## src/rtl/mem_bypass_history.sv

```systemverilog
// M-stage store-data bypass with a coalescing history of W commits made while M is held.
// Latency: forward is combinational from w_* and history; a commit is visible from history next cycle.
// Backpressure: none; the block follows m_load/w_we every cycle and never stalls the pipeline.
module mem_bypass_history #(
  parameter int DATA_W = 32,
  parameter int REG_W  = 5,
  parameter int DEPTH  = 4
) (
  input  logic                       clock,
  input  logic                       reset,
  input  logic                       m_load,
  input  logic [REG_W-1:0]           m_src_reg,
  input  logic                       m_src_used,
  input  logic [DATA_W-1:0]          hold_data,
  input  logic                       w_we,
  input  logic [REG_W-1:0]           w_reg,
  input  logic [DATA_W-1:0]          w_data,
  output logic [DATA_W-1:0]          d,
  output logic                       fwd_hit,
  output logic [1:0]                 fwd_src,
  output logic                       ovf,
  output logic [$clog2(DEPTH+1)-1:0] occ
);

  localparam int OCC_W = $clog2(DEPTH + 1);

  generate
    if (DEPTH < 1) begin : g_depth_chk
      $error("mem_bypass_history: DEPTH must be >= 1");
    end
  endgenerate

  // Entry 0 is newest; valid entries are always packed from index 0 upward,
  // so slot position doubles as the entry's age.
  logic [DEPTH-1:0]             vld_q, vld_d;
  logic [DEPTH-1:0][REG_W-1:0]  reg_q, reg_d;
  logic [DEPTH-1:0][DATA_W-1:0] dat_q, dat_d;
  logic                         ovf_q, ovf_d;

  logic              w_commit;
  logic              hist_hit;
  logic [DATA_W-1:0] hist_dat;
  logic              w_in_hist;
  int                w_idx;
  logic [OCC_W-1:0]  occ_cnt;

  assign w_commit = w_we && (w_reg != '0);

  always_comb begin
    hist_hit  = 1'b0;
    hist_dat  = '0;
    w_in_hist = 1'b0;
    w_idx     = 0;
    for (int i = 0; i < DEPTH; i++) begin
      if (vld_q[i] && (reg_q[i] == m_src_reg)) begin
        hist_hit = 1'b1;
        hist_dat = dat_q[i];
      end
      if (vld_q[i] && (reg_q[i] == w_reg)) begin
        w_in_hist = 1'b1;
        w_idx     = i;
      end
    end
  end

  always_comb begin
    occ_cnt = '0;
    for (int i = 0; i < DEPTH; i++) begin
      occ_cnt = occ_cnt + OCC_W'(vld_q[i]);
    end
  end

  always_comb begin
    d       = hold_data;
    fwd_src = 2'd0;
    if (m_src_used && (m_src_reg != '0)) begin
      if (w_we && (w_reg == m_src_reg)) begin
        d       = w_data;
        fwd_src = 2'd1;
      end else if (hist_hit) begin
        d       = hist_dat;
        fwd_src = 2'd2;
      end
    end
  end

  assign fwd_hit = (fwd_src != 2'd0);
  assign ovf     = ovf_q;
  assign occ     = occ_cnt;

  always_comb begin
    vld_d = vld_q;
    reg_d = reg_q;
    dat_d = dat_q;
    ovf_d = ovf_q;
    if (m_load) begin
      vld_d = '0;
      ovf_d = 1'b0;
      if (w_commit) begin
        vld_d[0] = 1'b1;
        reg_d[0] = w_reg;
        dat_d[0] = w_data;
      end
    end else if (w_commit) begin
      // A re-write only shifts the slots above its old position; a new
      // register shifts everything and pushes the oldest out.
      for (int i = 1; i < DEPTH; i++) begin
        if (!w_in_hist || (i <= w_idx)) begin
          vld_d[i] = vld_q[i-1];
          reg_d[i] = reg_q[i-1];
          dat_d[i] = dat_q[i-1];
        end
      end
      vld_d[0] = 1'b1;
      reg_d[0] = w_reg;
      dat_d[0] = w_data;
      if (!w_in_hist && vld_q[DEPTH-1]) begin
        ovf_d = 1'b1;
      end
    end
  end

  always_ff @(posedge clock or negedge reset) begin
    if (!reset) begin
      vld_q <= '0;
      reg_q <= '0;
      dat_q <= '0;
      ovf_q <= 1'b0;
    end else begin
      vld_q <= vld_d;
      reg_q <= reg_d;
      dat_q <= dat_d;
      ovf_q <= ovf_d;
    end
  end

endmodule

```

## config.mk

```make
export PLATFORM = sky130hd
export DESIGN_NAME = mem_bypass_history
export DESIGN_NICKNAME = d
export VERILOG_FILES = /design/src/rtl/mem_bypass_history.sv
export SDC_FILE = /design/constraint.sdc
export NUM_CORES = 1
export LEC_CHECK = 0
export CORE_AREA = 2 2 105 158
export CTS_BUF_LIST = sky130_fd_sc_hd__clkbuf_8 sky130_fd_sc_hd__clkbuf_16
export DETAILED_ROUTE_END_ITERATION = 6
export DIE_AREA = 0 0 107 160
export GPL_ROUTABILITY_DRIVEN = 1
export PLACE_DENSITY = 0.84
export RECOVER_POWER = 25
export SYNTH_ARGS = -nofsm -noshare
export SYNTH_HDL_FRONTEND = slang
export SYNTH_SLANG_ARGS = --single-unit
```

## constraint.sdc

```tcl
create_clock -name clock -period 5.9 [get_ports clock]
set_clock_uncertainty 0.15 [all_clocks]
set_input_delay 0.885 -clock clock [delete_from_list [all_inputs] [get_ports clock]]
set_output_delay 0.885 -clock clock [all_outputs]
set_load 0.01 [all_outputs]
```

# == Word-level counts from Yosys, hierarchy flattened ==
# Cells that the tools add are included.
# classes
eq_ne,9
n_addsub,3
n_bitwise,1
n_mux,36
order_cmp,3
n_reduce_logical,31
# op_table
op,count
2-to-1 mux 32 bit,12
less-or-equal comparator 3 x 32 -> 1 bit (first input constant),2
equality test 5 bit,9
less-or-equal comparator 2 x 32 -> 1 bit (first input constant),1
2-to-1 mux 1 bit,16
2-to-1 mux 5 bit,3
logical AND 1 bit,12
nonzero test 2 bit,6
nonzero test 5 bit,2
AND reduction 3 bit,3
2-to-1 mux 4 bit,2
AND reduction 2 bit,4
2-to-1 mux 2 bit,3
adder 2 x 1 -> 3 bit,1
adder 3 x 1 -> 3 bit,1
logical OR 1 bit,3
adder 1 x 1 -> 2 bit,1
zero test 1 bit,1
NOT 1 bit,1
# word_totals
inputBits,79
elab_cells,96
output_inout_bits,39
ff_bits,153

# == Logic depth before layout (Yosys ltp) ==
# Gate-level depths: netlist of run 1.
# logic_depth
depth_word,11
depth_mapped,9
depth_no_buf,6

# == Least setup slack after synthesis of run 1 ==
# Ideal clock, no wire load.
# synth_timing
path_type,in2out
start,input port m_src_reg[2]
end,output port d[0]
t_arrival_ps,2590
stages,8
path_slack_ps,2275
cell_sequence,buf_2 or4_4 o21a_4 and4_4 buf_6 buf_6 a221oi_2 nand2_1
# synth_via
elab_chain_cells,9
# synth_rtl
item,line_no,rtl
start: declaration,12,"input logic [REG_W-1:0] m_src_reg,"
equality test 5 bit,55,if (vld_q[i] && (reg_q[i] == m_src_reg)) begin
logical AND 1 bit,55,
2-to-1 mux 32 bit or 2-to-1 mux 1 bit (tied branches) (4 in series),55,
2-to-1 mux 32 bit,80,end else if (hist_hit) begin
2-to-1 mux 32 bit,77,if (w_we && (w_reg == m_src_reg)) begin
2-to-1 mux 32 bit (*),76,if (m_src_used && (m_src_reg != '0)) begin
end: declaration,18,"output logic [DATA_W-1:0] d,"
# Every way passes the cells marked *; elsewhere a longest branch is shown, timed or not.

# == Worst setup path after layout of run 1 ==
# layout_timing
start,input port m_src_reg[0]
end,output port d[30]
# The elaborated chain is that of the path after synthesis.

==> impl_summary.md, run 1 <==
Timing
The total setup violations reported at the end of the flow is 0. Dividing the final minimum period by the clock period gives 85.9%. The slew at the pin with the worst max-slew slack is 3.96 ns. For the final routed database, the setup TNS stands at 0 ns. The highest clock frequency the design can meet is 197 MHz.

Setup repair after global routing left no endpoint under its margin. In this run the tightest slew margin relative to its limit is -164%. The number of max-slew violations in the final report is 85. The post-layout minimum cycle time is 5.07 ns. The worst hold slack after final layout is 0.357 ns. The number of hold violations in the final report is 0.

CTS
The clock root buffer is clkbuf_16. The post-cts resize count is 0. The number of CTS-inserted buffers is 17. The count of hold-fix buffers inserted at cts is 0. The source-to-sink clock delay at the later pin of the worst-skew pair is 0.42 ns. After clock tree synthesis, the setup repair step added 0 buffers.

TritonCTS built the clock tree. The tree built by TritonCTS fans out to 153 sinks. The CTS clock-pin slew for the worst setup and hold paths is 0.06 ns.

The maximum number of buffers from clock root to sink is 2. The H-tree was split into 4 levels.

GRT
The first-pass GRT wire length is 35.1 mm. Entering global routing, the biggest net connects 85 pins. The number of global-route vias before repair is 6695.

The total routing usage reported by global routing is 26.2%. The number of antenna violations at the first check in global routing is 0. Summed over all layers, the global routing overflow is 0.

Status
The flow ran to the end, but the final reports show violations. The final reports fail on capacitance limit, slew limit.

Job
The max-capacitance violation count is 1.

Die
In this run the vertical extent of the chip is 160 um. The die covers 17100 um2. The total core area is 15900 um2. Measured along the x axis, the die boundary spans 107 um. The floorplan row count is 57. The I/O pin count is 118. The effective utilization at floorplan is 53.6%.

Setup path
The critical path in this run is classified as in2out. The data required time at the worst endpoint is 4.87 ns. The worst setup path is launched from an input port.

The worst endpoint data arrival time is 4.03 ns. The maximum fanout along the worst path is 22. STA classifies the critical path endpoint as an output pin.

Layout
The net count of the finished layout is 910. Cells with a size suffix above 1 make up 23.1% of the layout. After the flow finishes, the layout carries non-filler instances totaling 1047. The area growth from synthesis to final layout is 21.4%. Leaving out fill and tap cells, the most frequent cells in the layout are 153 x dfrtp_1, 116 x clkdlybuf4s50_1, 110 x nand2_1, 101 x mux2_2, 41 x mux2_1. The repair_antennas step left the layout with diodes totalling 0. The library cell used most frequently in the layout, excluding fill and tap cells, is dfrtp_1.

Placed design
Including well taps, the total number of placed cells is 1015. The detailed placement HPWL is 13.9 mm. Routability-driven placement finished with a final weighted congestion of 0.905. The count of buffers added on input and output ports is 117.

Synth
The synthesized netlist net count is 814. Dividing the synthesized area by the synthesized cell count gives 11.6 um2. For this run, asynchronously set or reset flops after synthesis account for 100%. In this run, distinct cell masters in the synthesized netlist total 48. The sequential element share of the synthesized area is 44.9%. Counting every instance in the synthesized netlist gives 732. Among all flip-flop cells after synthesis, the most frequent one is dfrtp_1. The count of state elements after synthesis is 153. Summing every instance area after synthesis gives 8520 um2. The number of synthesized flops with an enable pin is 0. For this run, the number of Yosys warnings is 0.

Pwr
VDD sags by at most 0.181 mV. The analysis attributes to cell leakage a power of 0.00430 uW. Power spread over the standard cell area amounts to 328 nW/um2.

Detailed routing
The number of DRC violations after detailed routing is 0. The count of antenna-violating nets left after detailed routing is 0. The first-iteration detailed-routing DRC count is 350. After detailed routing, the total wire length is 21.9 mm. After detailed routing, the number of vias per cell comes to 6.16. The number of detailed-routing iterations run before antenna repair is 5. The routed wire length per instance is 20.9 um. The number of vias in the routed layout is 6446.

Min path
The worst hold path belongs to the class reg2reg.
[worst max-delay path, stage by stage]
cell	delay (ns)
clkdlybuf4s50_1	0.63
xor2_1	0.25
nor4_1	0.50
nand3_2	0.27
buf_4	0.31
o22ai_1	0.16
a211oi_1	0.07
or3_1	0.45
clkdlybuf4s50_1	0.50
[where the power goes]
part	switching, uW	internal, uW
clock	452	623
combinational	282	401
sequential	291	1340
[layer usage]
layer	up-vias	routed length, um	global-route usage, %
li1	2867	-	-
met1	3301	8670	32.2
met2	229	11600	45.6
met3	49	989	3.96
met4	0	660	10.9
met5	-	0	0
[stage by stage]
stage          area (um2)  util [%]  total power [uW]  setup WS [ns]
6_report            10300      65.0              3390          0.833
5_1_grt             10300      65.0              3530          0.412
4_1_cts             10300      65.0              3400          0.882
3_5_place_dp         9760      61.4              2310          0.931
3_3_place_gp         9760      61.4              2280          0.972
2_1_floorplan        8520         -              2020           2.27
[final cells by class]
cell class	instances	area, um2
clock buffer	17	425
inverter	7	26.3
multi-input combinational	514	4330
clock inverter	15	156
tap	206	258
timing repair buffer	135	1320
sequential	153	3830
fill	1174	5560
[registers in the layout (all words and copies together) (netlist names)]
register and count:
reg_q 20, ovf 1, vld_q 4, dat_q 128
[synthesized netlist by cell type, types with 21 or more instances]
cell / instances / area [um2]
o21ai_0: 32 / 160
xor2_1: 24 / 210
mux2i_1: 35 / 350
xnor2_1: 21 / 184
o22ai_1: 32 / 200
mux2_1: 41 / 462
nand2_1: 110 / 413
mux2_2: 101 / 1140
a211o_1: 31 / 272
a221oi_2: 30 / 450
dfrtp_1: 153 / 3830
clkbuf_1: 21 / 78.8
[path summary, 6_finish.rpt]
| kind | start | to | slack [ns] | cells after the start |
|---|---|---|---|---|
| min | dat_q[23] | dat_q[55] | 0.36 | 1 |
| max reg2reg | reg_q[2] | dat_q[92] | 2.77 | 7 |
| min reg2reg | dat_q[23] | dat_q[55] | 0.36 | 1 |
| max | m_src_reg[0] | d[30] | 0.83 | 9 |
| min in group asynchronous | reset | dat_q[34] | 1.91 | 1 |
| max in group asynchronous | reset | dat_q[40] | 1.17 | 2 |
[logic make-up (layout without fill, tap and decap cells)]
group           after synthesis  in the layout  share of synthesized area [%]
mux                         177            177                           22.9
fa+ha+maj                     3              3                          0.529
compound gates              141            141                           14.6
xor+xnor                     45             45                           4.63
buf+inv                      65            174                           4.60
flops                       153            153                           44.9
simple gates                148            148                           7.81
Power figures use the tool's default switching activity.
==> run 2: changes to the inputs <==
- REMOVE_ABC_BUFFERS: default -> 1
==> run 2 against run 1 <==
- the flow still finishes with violations (capacitance limit, slew limit)
- routed wire length fell by 3.7%
- non-clock buffer count is the same
- critical path depth fell by 1
- critical endpoint unchanged
- hold slack worse by 0.0011 ns
- die area is the same
==> impl_summary.md, run 2 (same netlist as run 1, synthesis figures left out) <==
Pwr
The static leakage is 0.00436 uW. The worst-case vdd ir drop is 0.212 mV. After layout, the design draws a total of 3510 uW.

The ratio of total power to cell area is 336 nW/um2.

Layout
0 antenna diodes ended up in the layout. The final design utilization is 65.6%. In the final layout, the share of cells above drive strength 1 is 23.0%. The flip-flop count of the largest register, all copies and words added is 128. For this run, the post-layout net count is 910. The largest registers in the layout are dat_q: 128 flops, reg_q: 20 flops, vld_q: 4 flops.

The most frequent standard cell in the layout excluding fill and tap cells is dfrtp_1. In the layout the commonest cells are 153 x dfrtp_1, 116 x clkdlybuf4s50_1, 110 x nand2_1, 101 x mux2_2, 41 x mux2_1. The most flop-heavy register is dat_q.

From synthesis to final layout, the design area changed by 22.4%. The number of filler cells placed in the layout is 1217.

CTS
The H-tree was split into 4 levels. The count of hold-fix buffers inserted at cts is 0. Clock tree synthesis inserted a total of 17 buffers.

Once the clock tree was built, the setup fixing pass inserted 0 buffers. TritonCTS built the clock tree. The source-to-sink clock delay at the later pin of the worst-skew pair is 0.41 ns. In this run the clock root is driven by a clkbuf_16. The clock sink count is 153. After clock tree synthesis, the clock-pin slew on the worst setup and hold paths is 0.06 ns. The post-cts resize count is 0.

The maximum number of buffers from clock root to sink is 2.

Timing
Derived from the worst setup path, the maximum achievable clock frequency is 200 MHz. Subtracting the final worst setup slack from the clock period gives 4.99 ns. The worst hold slack after final layout is 0.355 ns. Headroom to the max-slew limit came out at -74.0%. The total negative slack for setup checks is 0 ns. The total setup violations reported at the end of the flow is 0. The final cycle utilization of the critical path is 84.6%. The number of max-slew violations in the final report is 106. Setup repair after global routing left no endpoint under its margin. The number of hold violations in the final report is 0. For the pin with the worst max-slew slack, the measured transition is 2.61 ns.

Die
The floorplan row count is 57. The die covers 17100 um2. 118 I/O pins were placed. The x dimension of the die is 107 um. The total core area is 15900 um2. The effective utilization at floorplan is 53.6%. The floorplan step set the die height to 160 um.

Detailed routing
The number of detailed-routing iterations run before antenna repair is 6. The number of vias in the routed layout is 6313. Using the TritonRoute via totals, the vias-per-cell ratio works out to 6.04. After detailed routing, the average wire length per cell comes to 20.2 um. Wires add up to 21.1 mm. The number of DRC violations after detailed routing is 0.

The detailed router finished its first iteration with 330 violations. The count of antenna-violating nets left after detailed routing is 0.

Placed design
The placer's final routability congestion estimate is 0.935. Port buffering added 117 buffers. After legalization and detailed placement, the total HPWL measured 13.8 mm.

Setup path
The critical path in this run is classified as in2out. The number of buffer and inverter stages on the critical path is 3. Data on the critical path is required at its endpoint by 4.87 ns. The worst endpoint data arrival time is 3.96 ns. The largest single stage delay on the critical path is 0.62 ns. The cell with the biggest individual delay on the critical path is or4_4. The endpoint type of the worst setup path is an output pin. The kind of cell with the highest combined delay along the critical path is buffers and inverters. The critical path startpoint category is an input port. The most repeated library cell on the critical path is clkdlybuf4s50_1. In this run the worst path has a maximum fanout of 14. Walking the worst path, the cells encountered are clkdlybuf4s50_1 > or4_4 > o21ai_4 > or3b_1 > buf_4 > a211oi_1 > or3_1 > clkdlybuf4s50_1.

Status
The run finished, with violations left. The final reports fail on capacitance limit, slew limit.

GRT
Entering global routing, the biggest net connects 106 pins. The first-pass GRT wire length is 34.1 mm. The number of antenna violations at the first check in global routing is 0. In the global route stage, overall resource usage came out at 25.4%. The number of global-route vias before repair is 6874. The total global routing overflow is 0.

Min path
The worst min-delay path class is reg2reg.

Job
Max-cap violations in this run came to 1.
==> run 2: power by group <==
group / internal (uW) / switching [uW] / leakage [uW]
Clock: 788 / 415 / 0.000320
Combinational: 401 / 270 / 0.00222
Sequential: 1340 / 292 / 0.00183
Total: 2530 / 977 / 0.00436
==> run 2: cell type report <==
cell class / count / area (um2) / area share, %
repair buffers: 135 / 1340 / 12.8
flip-flops and latches: 153 / 3830 / 36.7
multi-input cells: 514 / 4320 / 41.5
well taps: 206 / 258 / 2.47
inverters: 7 / 26.3 / 0.252
clock inverters: 13 / 228 / 2.18
clock buffers: 17 / 425 / 4.08
==> run 2: worst paths after layout <==
check                                   from   endpoint  slack, ns  depth (start not counted)
worst max-delay path            m_src_reg[2]      d[30]       0.91                          8
max in group asynchronous              reset  dat_q[65]       2.67                          2
worst max register to register      reg_q[1]  dat_q[63]       2.81                          7
worst min-delay path                dat_q[3]  dat_q[35]       0.36                          1
worst min register to register      dat_q[3]  dat_q[35]       0.36                          1
min in group asynchronous              reset  dat_q[59]       1.11                          1
==> run 2: worst register-to-register path, stage by stage (launching register included) <==
cell     delay [ns]
dfrtp_1        0.44
xnor2_1        0.18
nand4_1        0.12
nor3_1         0.32
or2b_1         0.31
o21ai_4        0.58
buf_4          0.48
mux2_2         0.39
==> run 2: stage by stage <==
stage,cells,setup WS (ns),cell area [um2]
detailed placement,1015,0.937,9780
floorplan,674,0.543,8150
finish,1045,0.907,10400
global placement,1015,0.948,9780
global route,1045,0.716,10400
CTS,1045,0.920,10400
==> run 2: metal layers <==
layer / wire length [um] / track usage [%]
met1: 8320 / 29.4
met2: 11100 / 45.3
met4: 820 / 12.0
met3: 807 / 4.12
met5: 0 / 0
==> run 3: changes to the inputs <==
- clock period: 5.9 -> 5.2 ns (I/O delays scaled with it)
==> run 3 against run 2 <==
- the flow still finishes with violations (capacitance limit, slew limit)
- non-clock buffer count up 2
- total power up 11%
- count of clock-buffer cells in the layout up 2
- via count up 1.1%
- first-iteration DRC count up 13%
- clock power up 8%
- final cell count up 0.38%
- register-to-register slack worse by 0.52 ns
- worst setup slack worse by 0.54 ns
- sequential share of layout area about the same
==> impl_summary.md, run 3 (same netlist as run 1, synthesis figures left out) <==
Timing
The post-layout minimum cycle time is 4.84 ns. For this run, the top clock speed supported by timing is 207 MHz. The slew at the pin with the worst max-slew slack is 2.70 ns.

Of the available clock period, the critical path in the final layout requires 93.0%. The number of hold violations in the final report came to 0. After routing, the total negative slack on setup checks comes to 0 ns. The remaining max-slew budget at the tightest pin is -80.1%. The total setup violations reported at the end of the flow is 0.

The number of max-slew violations in the final report is 51. Setup repair after global routing left no endpoint under its margin.

GRT
The number of global-route vias before repair came to 6827. The number of antenna violations at the first check in global routing is 0. Global routing used 26.1% of the available tracks. The total overflow left after global routing is 0. The largest net degree at the start of global routing is 61. The first global-routing pass estimated 34.9 mm of wire.

CTS
Clock-pin slew was measured on the worst setup and hold paths at 0.06 ns. Post-CTS repair changed the size of 0 cells. The post-CTS setup buffer count is 0. The clock tree from TritonCTS is done. CTS built an H-tree with a depth of 4. The clock passes through at most 2 buffers. The clock sink count is 153. The clock reaches the later pin of the worst-skew pair after 0.42 ns. The number of clock buffers added by TritonCTS is 17.

The number of hold buffers added after CTS was 0. The clock root buffer is clkbuf_16.

Min path
Counting instances, the worst hold path has a depth of 1. In this run the worst hold path is classified as reg2reg.

Die
The core region is 15900 um2. The die height is 160 um. The I/O pin count is 118. The x dimension of the die is 107 um. The die covers 17100 um2. The effective utilization at floorplan is 53.6%.

After floorplanning, the core was divided into 57 placement rows.

Setup path
For the worst setup path, the data required time is 4.27 ns. The worst setup path is launched from an input port. The worst-case reg-to-reg path depth is 7. The endpoint type of the worst setup path is an output pin. The reg-to-reg endpoint is dat_q[45]. The reg-to-reg startpoint is reg_q[1].

For the worst setup path, the data arrival time is 3.91 ns. In this run the worst setup path terminates at d[11]. The type of the setup path with the least slack is in2out.

The critical path startpoint is m_src_reg[2]. Of all nets on the critical path, the largest fanout is 32. In this run the register-to-register setup slack is 2.29 ns.

Layout
Ranked by flip-flop count, first place goes to dat_q. The final layout contains 912 nets. Leaving out fill and tap cells, the most frequent cell in the layout is dfrtp_1. In the final layout, the multi-input gates occupy 4320 um2.

Leaving out fill and tap cells, the most frequent cells in the layout are 153 x dfrtp_1, 116 x clkdlybuf4s50_1, 110 x nand2_1, 101 x mux2_2, 41 x mux2_1. The area growth from synthesis to final layout is 22.3%. The layout has 1202 filler cells. The ratio of cells with drive above 1 in the final layout is 23.3%. The register with the most flip-flops in the layout has 128 of them. The sequential cell area in the final layout is 3830 um2. The largest registers in the layout are dat_q: 128 flops, reg_q: 20 flops, vld_q: 4 flops. Measured on the finished design, the core utilization comes to 65.5%. The repair_antennas step left the layout with diodes totalling 0.

Pwr
The ratio of total power to cell area is 375 nW/um2. For this design the static power due to leakage is 0.00435 uW. The worst-case vdd ir drop is 0.197 mV.

Placed design
Detailed placement ended at an HPWL of 13.4 mm. Routability-driven placement finished with a final weighted congestion of 0.879. Input and output buffers added on the ports amount to 117.

Detailed routing
The final routed wirelength across all metal layers is 21.6 mm. The number of DRC violations after detailed routing is 0. The number of detailed-routing iterations run before antenna repair is 5.

The number of vias in the routed layout is 6380. After detailed routing, the average wire length per cell comes to 20.5 um. The count of antenna-violating nets left after detailed routing is 0. The via count normalized by instance count is 6.08. The first-iteration detailed-routing DRC count is 372.

Status
The flow ran to the end, but the final reports show violations. The checks that failed: capacitance limit, slew limit.

Job
Across the run, the number of max-cap violations was 1.
==> run 3: worst min-delay path by stage <==
stage / startpoint / endpoint / slack, ns
after floorplan: dat_q[30] / dat_q[30] / 0.31
after global placement: dat_q[30] / dat_q[30] / 0.33
after detailed placement: dat_q[94] / dat_q[126] / 0.35
after CTS: reset / dat_q[25] / 0.16
after global routing: dat_q[5] / dat_q[37] / 0.38
final: dat_q[94] / dat_q[126] / 0.36
==> run 3: report_power, final <==
| part | internal, uW | switching [uW] |
|---|---|---|
| clock network | 786 | 505 |
| logic | 457 | 311 |
| registers | 1520 | 329 |
| total | 2760 | 1150 |
==> run 3: per-layer routing <==
layer  track usage [%]  vias up  wire (um)
li1                  -     2875          -
met1              31.6     3217       8370
met2              45.0      236      11500
met3              3.35       52        965
met4              13.6        0        736
met5                 0        -          0
==> run 3: layout make-up <==
class,instances,area share [%]
repair buffers,137,13.1
multi-input cells,514,41.5
clock inverters,13,1.62
clock buffers,19,4.35
inverters,7,0.252
well taps,206,2.47
flip-flops and latches,153,36.7
==> run 3: critical path, stage by stage <==
cell	delay, ns
clkdlybuf4s50_1	0.58
xor2_1	0.25
nor4_1	0.56
nand3_2	0.38
buf_4	0.37
a211o_1	0.31
nand2_1	0.11
clkdlybuf4s50_1	0.55
==> run 3: per-stage QoR <==
step / setup slack, ns / hold WS [ns] / cells / area (um2) / total power (uW)
after CTS: 0.463 / 0.155 / 1049 / 10400 / 3920
final: 0.364 / 0.358 / 1049 / 10400 / 3910
after detailed placement: 0.464 / 0.348 / 1017 / 9810 / 2620
after global placement: 0.471 / 0.333 / 1017 / 9810 / 2580
after floorplan: 0.0530 / 0.314 / 674 / 8150 / 2270
after global routing: 0.316 / 0.381 / 1049 / 10400 / 4080
